### src/rtl/truth_table_reader.sv
// Scans all 32 input vectors of a 5-input function and captures z into a table.
// Optional per-bit comparison against a latched expected table: TRUTH_TABLE_CHECK_EN.
module truth_table_reader #(
  parameter int unsigned SETTLE = 2
) (
  input  logic        clk,
  input  logic        rst_n,
  input  logic        start,
  input  logic [31:0] expected,
  input  logic        z,
  output logic        y1,
  output logic        y0,
  output logic        x2,
  output logic        x1,
  output logic        x0,
  output logic        busy,
  output logic        done,
  output logic [31:0] table_out,
  output logic        pass,
  output logic [5:0]  mismatch_count,
  output logic [4:0]  first_fail,
  output logic        fail_valid,
  output logic [1:0]  dbg_state
);

  typedef enum logic [1:0] {S_IDLE, S_SETTLE, S_SAMPLE, S_DONE} state_t;

  localparam logic [3:0] SETTLE_LD   = 4'(SETTLE);
  localparam bit         SETTLE_ZERO = (SETTLE == 0);

  state_t      r_state;
  state_t      w_next;
  logic [4:0]  r_idx;
  logic [3:0]  r_cnt;
  logic [31:0] r_table;
  logic        w_accept;

  // Handshake: start is taken only in IDLE; busy covers SETTLE/SAMPLE; done pulses once per scan.
  assign w_accept = (r_state == S_IDLE) && start;

  always_ff @(posedge clk or negedge rst_n) begin
    if (!rst_n) r_state <= S_IDLE;
    else        r_state <= w_next;
  end

  always_comb begin
    w_next = r_state;
    case (r_state)
      S_IDLE:   if (start) w_next = SETTLE_ZERO ? S_SAMPLE : S_SETTLE;
      S_SETTLE: if (r_cnt <= 4'd1) w_next = S_SAMPLE;
      S_SAMPLE: begin
        if (r_idx == 5'd31) w_next = S_DONE;
        else                w_next = SETTLE_ZERO ? S_SAMPLE : S_SETTLE;
      end
      S_DONE:   w_next = S_IDLE;
      default:  w_next = S_IDLE;
    endcase
  end

  always_comb begin
    busy = 1'b0;
    done = 1'b0;
    case (r_state)
      S_SETTLE, S_SAMPLE: busy = 1'b1;
      S_DONE:             done = 1'b1;
      default:            ;
    endcase
  end

  always_ff @(posedge clk or negedge rst_n) begin
    if (!rst_n) begin
      r_idx   <= '0;
      r_cnt   <= '0;
      r_table <= '0;
    end else begin
      case (r_state)
        S_IDLE: begin
          if (start) begin
            r_idx   <= '0;
            r_cnt   <= SETTLE_LD;
            r_table <= '0;
          end
        end
        S_SETTLE: r_cnt <= r_cnt - 4'd1;
        S_SAMPLE: begin
          r_table[r_idx] <= z;
          if (r_idx != 5'd31) begin
            r_idx <= r_idx + 5'd1;
            r_cnt <= SETTLE_LD;
          end
        end
        S_DONE:  r_idx <= '0;
        default: ;
      endcase
    end
  end

  // Vector index is {x2,x1,x0,y1,y0}; it is 0 whenever the scanner is idle.
  assign {x2, x1, x0, y1, y0} = r_idx;
  assign table_out = r_table;
  assign dbg_state = r_state;

`ifdef TRUTH_TABLE_CHECK_EN
  logic [31:0] r_exp;
  logic [5:0]  r_mc;
  logic [4:0]  r_ff;
  logic        r_fv;
  logic        r_pass;
  logic        w_miss;

  assign w_miss = z ^ r_exp[r_idx];

  always_ff @(posedge clk or negedge rst_n) begin
    if (!rst_n) begin
      r_exp  <= '0;
      r_mc   <= '0;
      r_ff   <= '0;
      r_fv   <= 1'b0;
      r_pass <= 1'b0;
    end else if (w_accept) begin
      r_exp  <= expected;
      r_mc   <= '0;
      r_ff   <= '0;
      r_fv   <= 1'b0;
      r_pass <= 1'b0;
    end else if (r_state == S_SAMPLE) begin
      if (w_miss) begin
        r_mc <= r_mc + 6'd1;
        if (!r_fv) begin
          r_ff <= r_idx;
          r_fv <= 1'b1;
        end
      end
      // Last bit's verdict is folded in so pass is already valid during done.
      if (r_idx == 5'd31) r_pass <= (r_mc == 6'd0) && !w_miss;
    end
  end

  assign pass           = r_pass;
  assign mismatch_count = r_mc;
  assign first_fail     = r_ff;
  assign fail_valid     = r_fv;
`else
  logic w_unused_expected;
  assign w_unused_expected = ^expected;
  assign pass           = 1'b0;
  assign mismatch_count = '0;
  assign first_fail     = '0;
  assign fail_valid     = 1'b0;
`endif

endmodule

### config.mk
export PLATFORM = sky130hd
export DESIGN_NAME = truth_table_reader
export DESIGN_NICKNAME = d
export VERILOG_FILES = /design/src/rtl/truth_table_reader.sv
export SDC_FILE = /design/constraint.sdc
export NUM_CORES = 1
export LEC_CHECK = 0
export ABC_AREA = 1
export CELL_PAD_IN_SITES_DETAIL_PLACEMENT = 0
export CELL_PAD_IN_SITES_GLOBAL_PLACEMENT = 2
export CORE_MARGIN = 5
export CORE_UTILIZATION = 36
export CTS_BUF_LIST = sky130_fd_sc_hd__clkbuf_4 sky130_fd_sc_hd__clkbuf_8 sky130_fd_sc_hd__clkbuf_16
export CTS_CLUSTER_DIAMETER = 40
export DETAILED_ROUTE_END_ITERATION = 12
export DONT_BUFFER_PORTS = 1
export GPL_ROUTABILITY_DRIVEN = 1
export GPL_TIMING_DRIVEN = 0
export PLACE_DENSITY_LB_ADDON = 0.3
export SETUP_SLACK_MARGIN = 0.1
export SLEW_MARGIN = 20
export SYNTH_ARGS = -nofsm -noshare
export SYNTH_HDL_FRONTEND = slang
export SYNTH_SLANG_ARGS = --single-unit
### constraint.sdc
create_clock -name clk -period 4.6 [get_ports clk]
set_clock_uncertainty 0.05 [all_clocks]
set_input_delay 1.38 -clock clk [delete_from_list [all_inputs] [get_ports clk]]
set_output_delay 1.38 -clock clk [all_outputs]
set_load 0.05 [all_outputs]
==> run summary, run 1 <==
status: finished clean
Overall Power: 1.52 mW
detailed-placement wirelength estimate: 4.98 mm
Worst slew margin: 0.504
clock transition at the registers of the reported paths: 80 ps
critical path required time: 3170 ps
RR Endpoint: r_idx[2]
fin util: 0.407
Syn Inst Count: 381
Worst Reg-to-Reg Cells: 11
CTS root buffer: clkbuf_8
final wirelength: 6.82 mm
max_cap viols: 0
Core Area: 7330 um^2
Worst Path Arrival: 1810 ps
Hold Crit Start: r_cnt[3]
Vias/cell: 4.62
CP endpoint: busy
Die H: 97.1 um
most frequent cells in the layout: nand2_1 (169), dfrtp_1 (43), inv_1 (38), nand3_1 (26), nand4_1 (25)
Final Max Slew Viols: 0
Total Routing Usage GR: 0.149
Routed Antenna Nets: 0
layout cells sized above 1: 0.128
vias: 2306
CP startpoint: dbg_state[0]
critical path launch point type: flop
Slew @ Worst Pin: 743 ps
FP Rows: 31
setup violators final: 0
RSZ-0062 raised after global routing: false
pwr dens: 511 nW/um^2
largest net degree at the start of global routing: 44
Area growth syn-to-layout: 9.39%
I/O Buffers: 0
CTS resizes: 0
Final Critical Period: 3240 ps
Final Net Count: 447
ANT cells: 0
x dimension of the die: 97.1 um
Worst VDD drop: 0.187 mV
CP Class: flop to output pin
r2r startpoint: r_idx[1]
Wirelength per Cell: 13.7 um
Initial Util: 0.372
Multi-input gate area: 1300 um^2
CTS buffer count: 5
initial antenna violation count: 0
Reg2Reg Setup Slack: 2340 ps
FMAX: 0.308 GHz
Worst Setup End Kind: output pin
DR pass1 iterations: 4
Synthesis Warnings: 0
CP Max Fanout: 5
Clock Path Buffers: 2
I/O pin count: 90
Pleak: 1.74 nW
post-synthesis cell type count: 21
number of synthesized register bits: 43
first-pass GRT wire length: 11.6 mm
CTS tree: yes
fin crit share: 0.705
Layout fillers: 769
Clock Sinks: 43
post-synthesis sequential area ratio: 0.394
postcts setup bufs: 0
Residual DRC: 0
Hold WC Path Type: flop to flop
commonest non-fill, non-tap cell in the layout: nand2_1
starting DRC count in detailed routing: 82
FF+latch area: 1080 um^2
vias in the first global route: 2229
Die Area: 9430 um^2
total grt overflow: 0
GPL Wtd Cong: 0.797
Final TNS setup: 0 ps
mean post-synth cell area: 7.17 um^2
endpoints failing hold: 0
Hold-fix buffers, CTS: 0
worst skew pair latency: 300 ps
H-tree levels: 2
synthesized area: 2730 um^2
==> sequential cells by signal, indices dropped and copies added (netlist names) <==
| register | cells |
|---|---|
| dbg_state | 2 |
| table_out | 32 |
| r_idx | 5 |
| r_cnt | 4 |
==> where the power goes <==
group	total (mW)	internal [mW]	switching, mW
logic	0.742	0.236	0.507
registers	0.535	0.414	0.121
clock network	0.248	0.118	0.129
==> worst min path at each step <==
stage          endpoint  slack, ps  cells after the start
6_report       r_cnt[3]        510                      2
5_1_grt        r_cnt[3]        550                      2
3_5_place_dp   r_cnt[3]        490                      2
2_1_floorplan  r_cnt[3]        450                      2
4_1_cts        r_cnt[3]        510                      2
3_3_place_gp   r_cnt[3]        480                      2
==> worst max-delay path, cell delays in order (launching register included) <==
cell and delay (ps):
dfrtp_1 710, inv_1 170, ha_1 640
==> Yosys cell counts <==
cell,instances,share of area
nand2_1,169,0.23
dfrtp_1,43,0.39
inv_1,38,0.052
nand3_1,26,0.048
nand4_1,25,0.057
buf_4,18,0.049
o21ai_0,14,0.026
buf_2,13,0.024
ha_1,11,0.050
nor2_1,6,0.0082
nor2_4,4,0.016
buf_6,3,0.012
a21oi_1,2,0.0037
inv_2,2,0.0028
clkbuf_8,1,0.0050
conb_1,1,0.0014
nand2_2,1,0.0023
nor2_2,1,0.0023
nor2_8,1,0.0073
o21ai_1,1,0.0018
xnor2_1,1,0.0032
==> per-layer routing <==
layer,track usage,up-vias,wire length (um)
li1,-,1192,-
met1,0.190,1057,3080
met2,0.250,51,3280
met3,0.0438,6,423
met4,0.0292,0,44
met5,0,-,0
==> stage by stage <==
stage               hold slack, ps  setup slack (ps)  instance area [um^2]  instances
floorplan                      447              1770                  2780        393
global placement               477              1670                  2900        492
detailed placement             486              1670                  2900        492
CTS                            505              1330                  2990        499
global route                   550              1300                  2990        499
finish                         509              1360                  2990        499
==> area by class of cell <==
| class | instances | share of cell area |
|---|---|---|
| plain buffers | 35 | 0.0829 |
| clock buffers | 6 | 0.0276 |
| clock inverters | 1 | 0.00168 |
| inverters | 40 | 0.0503 |
| multi-input cells | 275 | 0.436 |
| flip-flops and latches | 43 | 0.360 |
| well taps | 99 | 0.0415 |
==> kinds of logic (layout without fill, tap and decap cells) <==
| family | after synthesis | in the layout | synth area share |
|---|---|---|---|
| compound gates | 17 | 17 | 0.0312 |
| other cells | 1 | 13 | 0.00137 |
| buf+inv | 75 | 82 | 0.146 |
| simple gates | 233 | 233 | 0.374 |
| fa+ha+maj | 11 | 11 | 0.0504 |
| flops | 43 | 43 | 0.394 |
| xor+xnor | 1 | 1 | 0.00321 |
(Power assumes the default switching activity.)
==> run 2: changes to the inputs <==
--- a/config.mk
+++ b/config.mk
@@ -9,7 +9,7 @@
 export CELL_PAD_IN_SITES_DETAIL_PLACEMENT = 0
 export CELL_PAD_IN_SITES_GLOBAL_PLACEMENT = 2
 export CORE_MARGIN = 5
-export CORE_UTILIZATION = 36
+export CORE_UTILIZATION = 34
 export CTS_BUF_LIST = sky130_fd_sc_hd__clkbuf_4 sky130_fd_sc_hd__clkbuf_8 sky130_fd_sc_hd__clkbuf_16
 export CTS_CLUSTER_DIAMETER = 40
 export DETAILED_ROUTE_END_ITERATION = 12
==> constraint.sdc (replaced) <==
create_clock -name clk -period 3.05 [get_ports clk]
set_clock_uncertainty 0.05 [all_clocks]
set_input_delay 0.915 -clock clk [delete_from_list [all_inputs] [get_ports clk]]
set_output_delay 0.915 -clock clk [all_outputs]
set_load 0.05 [all_outputs]
==> run 2 against run 1 <==
Flip-flop and latch count did not move. Clock power rose by 74%. Sequential share of layout area fell by 0.24 points. Worst setup slack got worse by 1100 ps. Power rose by 55%. Largest cell class unchanged. Highest routed layer unchanged.
==> run summary, run 2 (synthesis results as in run 1) <==
RSZ-0062 raised after global routing: false
postcts setup bufs: 0
FP Rows: 32
FMAX: 0.356 GHz
H-tree levels: 2
Flop pwr share: 0.341
CP Class: flop to output pin
Final Net Count: 447
GPL Wtd Cong: 0.773
x dimension of the die: 99.6 um
Hold-fix buffers, CTS: 0
worst skew pair latency: 300 ps
fin crit share: 0.921
r2r startpoint: r_idx[1]
ANT cells: 0
Worst Setup End Kind: output pin
Core Area: 7770 um^2
Net Sw Frac: 0.495
most frequent cells in the layout: nand2_1 (169), dfrtp_1 (43), inv_1 (38), nand3_1 (26), nand4_1 (25)
Clock Path Buffers: 2
Reg2Reg Setup Slack: 820 ps
vias: 2319
Worst Reg-to-Reg Cells: 10
CTS buffer count: 5
layout cells sized above 1: 0.130
critical path launch point type: flop
CP startpoint: dbg_state[1]
Slew @ Worst Pin: 708 ps
P_int: 1.20 mW
I/O Buffers: 0
Final Max Slew Viols: 0
Setup WS pre-CTS: 562 ps
Final Critical Period: 2810 ps
total grt overflow: 0
status: finished clean
Worst Path Arrival: 1840 ps
RR Endpoint: r_idx[4]
DR pass1 iterations: 5
fin util: 0.387
I/O pin count: 90
Worst slew margin: 0.528
pwr dens: 789 nW/um^2
critical path required time: 2080 ps
Pleak: 1.74 nW
max_cap viols: 0
CTS tree: yes
Die Area: 9920 um^2
Clock Sinks: 43
starting DRC count in detailed routing: 60
setup violators final: 0
commonest non-fill, non-tap cell in the layout: nand2_1
detailed-placement wirelength estimate: 5.03 mm
Routed Antenna Nets: 0
Comb pwr share: 0.477
Area growth syn-to-layout: 10.1%
Hold WC Path Type: primary input to asynchronous set/reset pin
post-route setup slack: 242 ps
Psw: 1.17 mW
Residual DRC: 0
endpoints failing hold: 0
Initial Util: 0.351
final wirelength: 7.15 mm
Worst VDD drop: 0.437 mV
Total Routing Usage GR: 0.152
Final TNS setup: 0 ps
Clock power frac: 0.182
largest net degree at the start of global routing: 44
Vias/cell: 4.61
CTS root buffer: clkbuf_8
clock transition at the registers of the reported paths: 90 ps
CP Max Fanout: 6
CTS resizes: 0
vias in the first global route: 2410
Wirelength per Cell: 14.2 um
Die H: 99.6 um
max reg flops: 32
initial antenna violation count: 0
first-pass GRT wire length: 12.0 mm
run 2: changes by cell type in the layout (fill, tap and decap cells not counted), sizes merged:
cell,delta
clkbuf,+2
clkinv,-1
run 2: power by group through the flow:
stage / registers (mW) / clock network (mW) / logic (mW)
2_1_floorplan: 0.801 / 0 / 0.898
3_3_place_gp: 0.821 / 0 / 1.14
3_5_place_dp: 0.822 / 0 / 1.14
4_1_cts: 0.811 / 0.443 / 1.15
5_1_grt: 0.821 / 0.469 / 1.30
6_report: 0.808 / 0.431 / 1.13
run 2: worst max-delay path by stage:
| stage | to | slack, ps |
|---|---|---|
| after floorplan | busy | 690 |
| after global placement | busy | 580 |
| after global routing | busy | 170 |
| after detailed placement | busy | 560 |
| final | busy | 240 |
| after CTS | busy | 210 |
run 2: layout make-up:
type	count	area [um^2]
Fill cell	870	4760
Multi-Input combinational cell	275	1300
Sequential cell	43	1080
Buffer	35	248
Inverter	40	150
Tap cell	102	128
Clock buffer	8	104
run 2: per-layer routing:
| metal | vias to the layer above | wire [um] | GRT usage |
|---|---|---|---|
| met3 | 7 | 472 | 0.0512 |
| met5 | - | 0 | 0 |
| li1 | 1198 | - | - |
| met1 | 1063 | 3270 | 0.189 |
| met2 | 51 | 3330 | 0.251 |
| met4 | 0 | 78 | 0.0431 |
run 2: critical path, stage by stage, from the launching register on:
cell and delay [ps]:
dfrtp_1 760, inv_1 140, ha_1 630
run 2: metrics by stage:
| stage | cells | hold WS, ps | power (mW) | area (um^2) |
|---|---|---|---|---|
| 2_1_floorplan | 393 | 447 | 1.70 | 2780 |
| 3_3_place_gp | 495 | 488 | 1.96 | 2900 |
| 3_5_place_dp | 495 | 502 | 1.96 | 2900 |
| 4_1_cts | 503 | 236 | 2.40 | 3010 |
| 5_1_grt | 503 | 228 | 2.59 | 3010 |
| 6_report | 503 | 246 | 2.37 | 3010 |
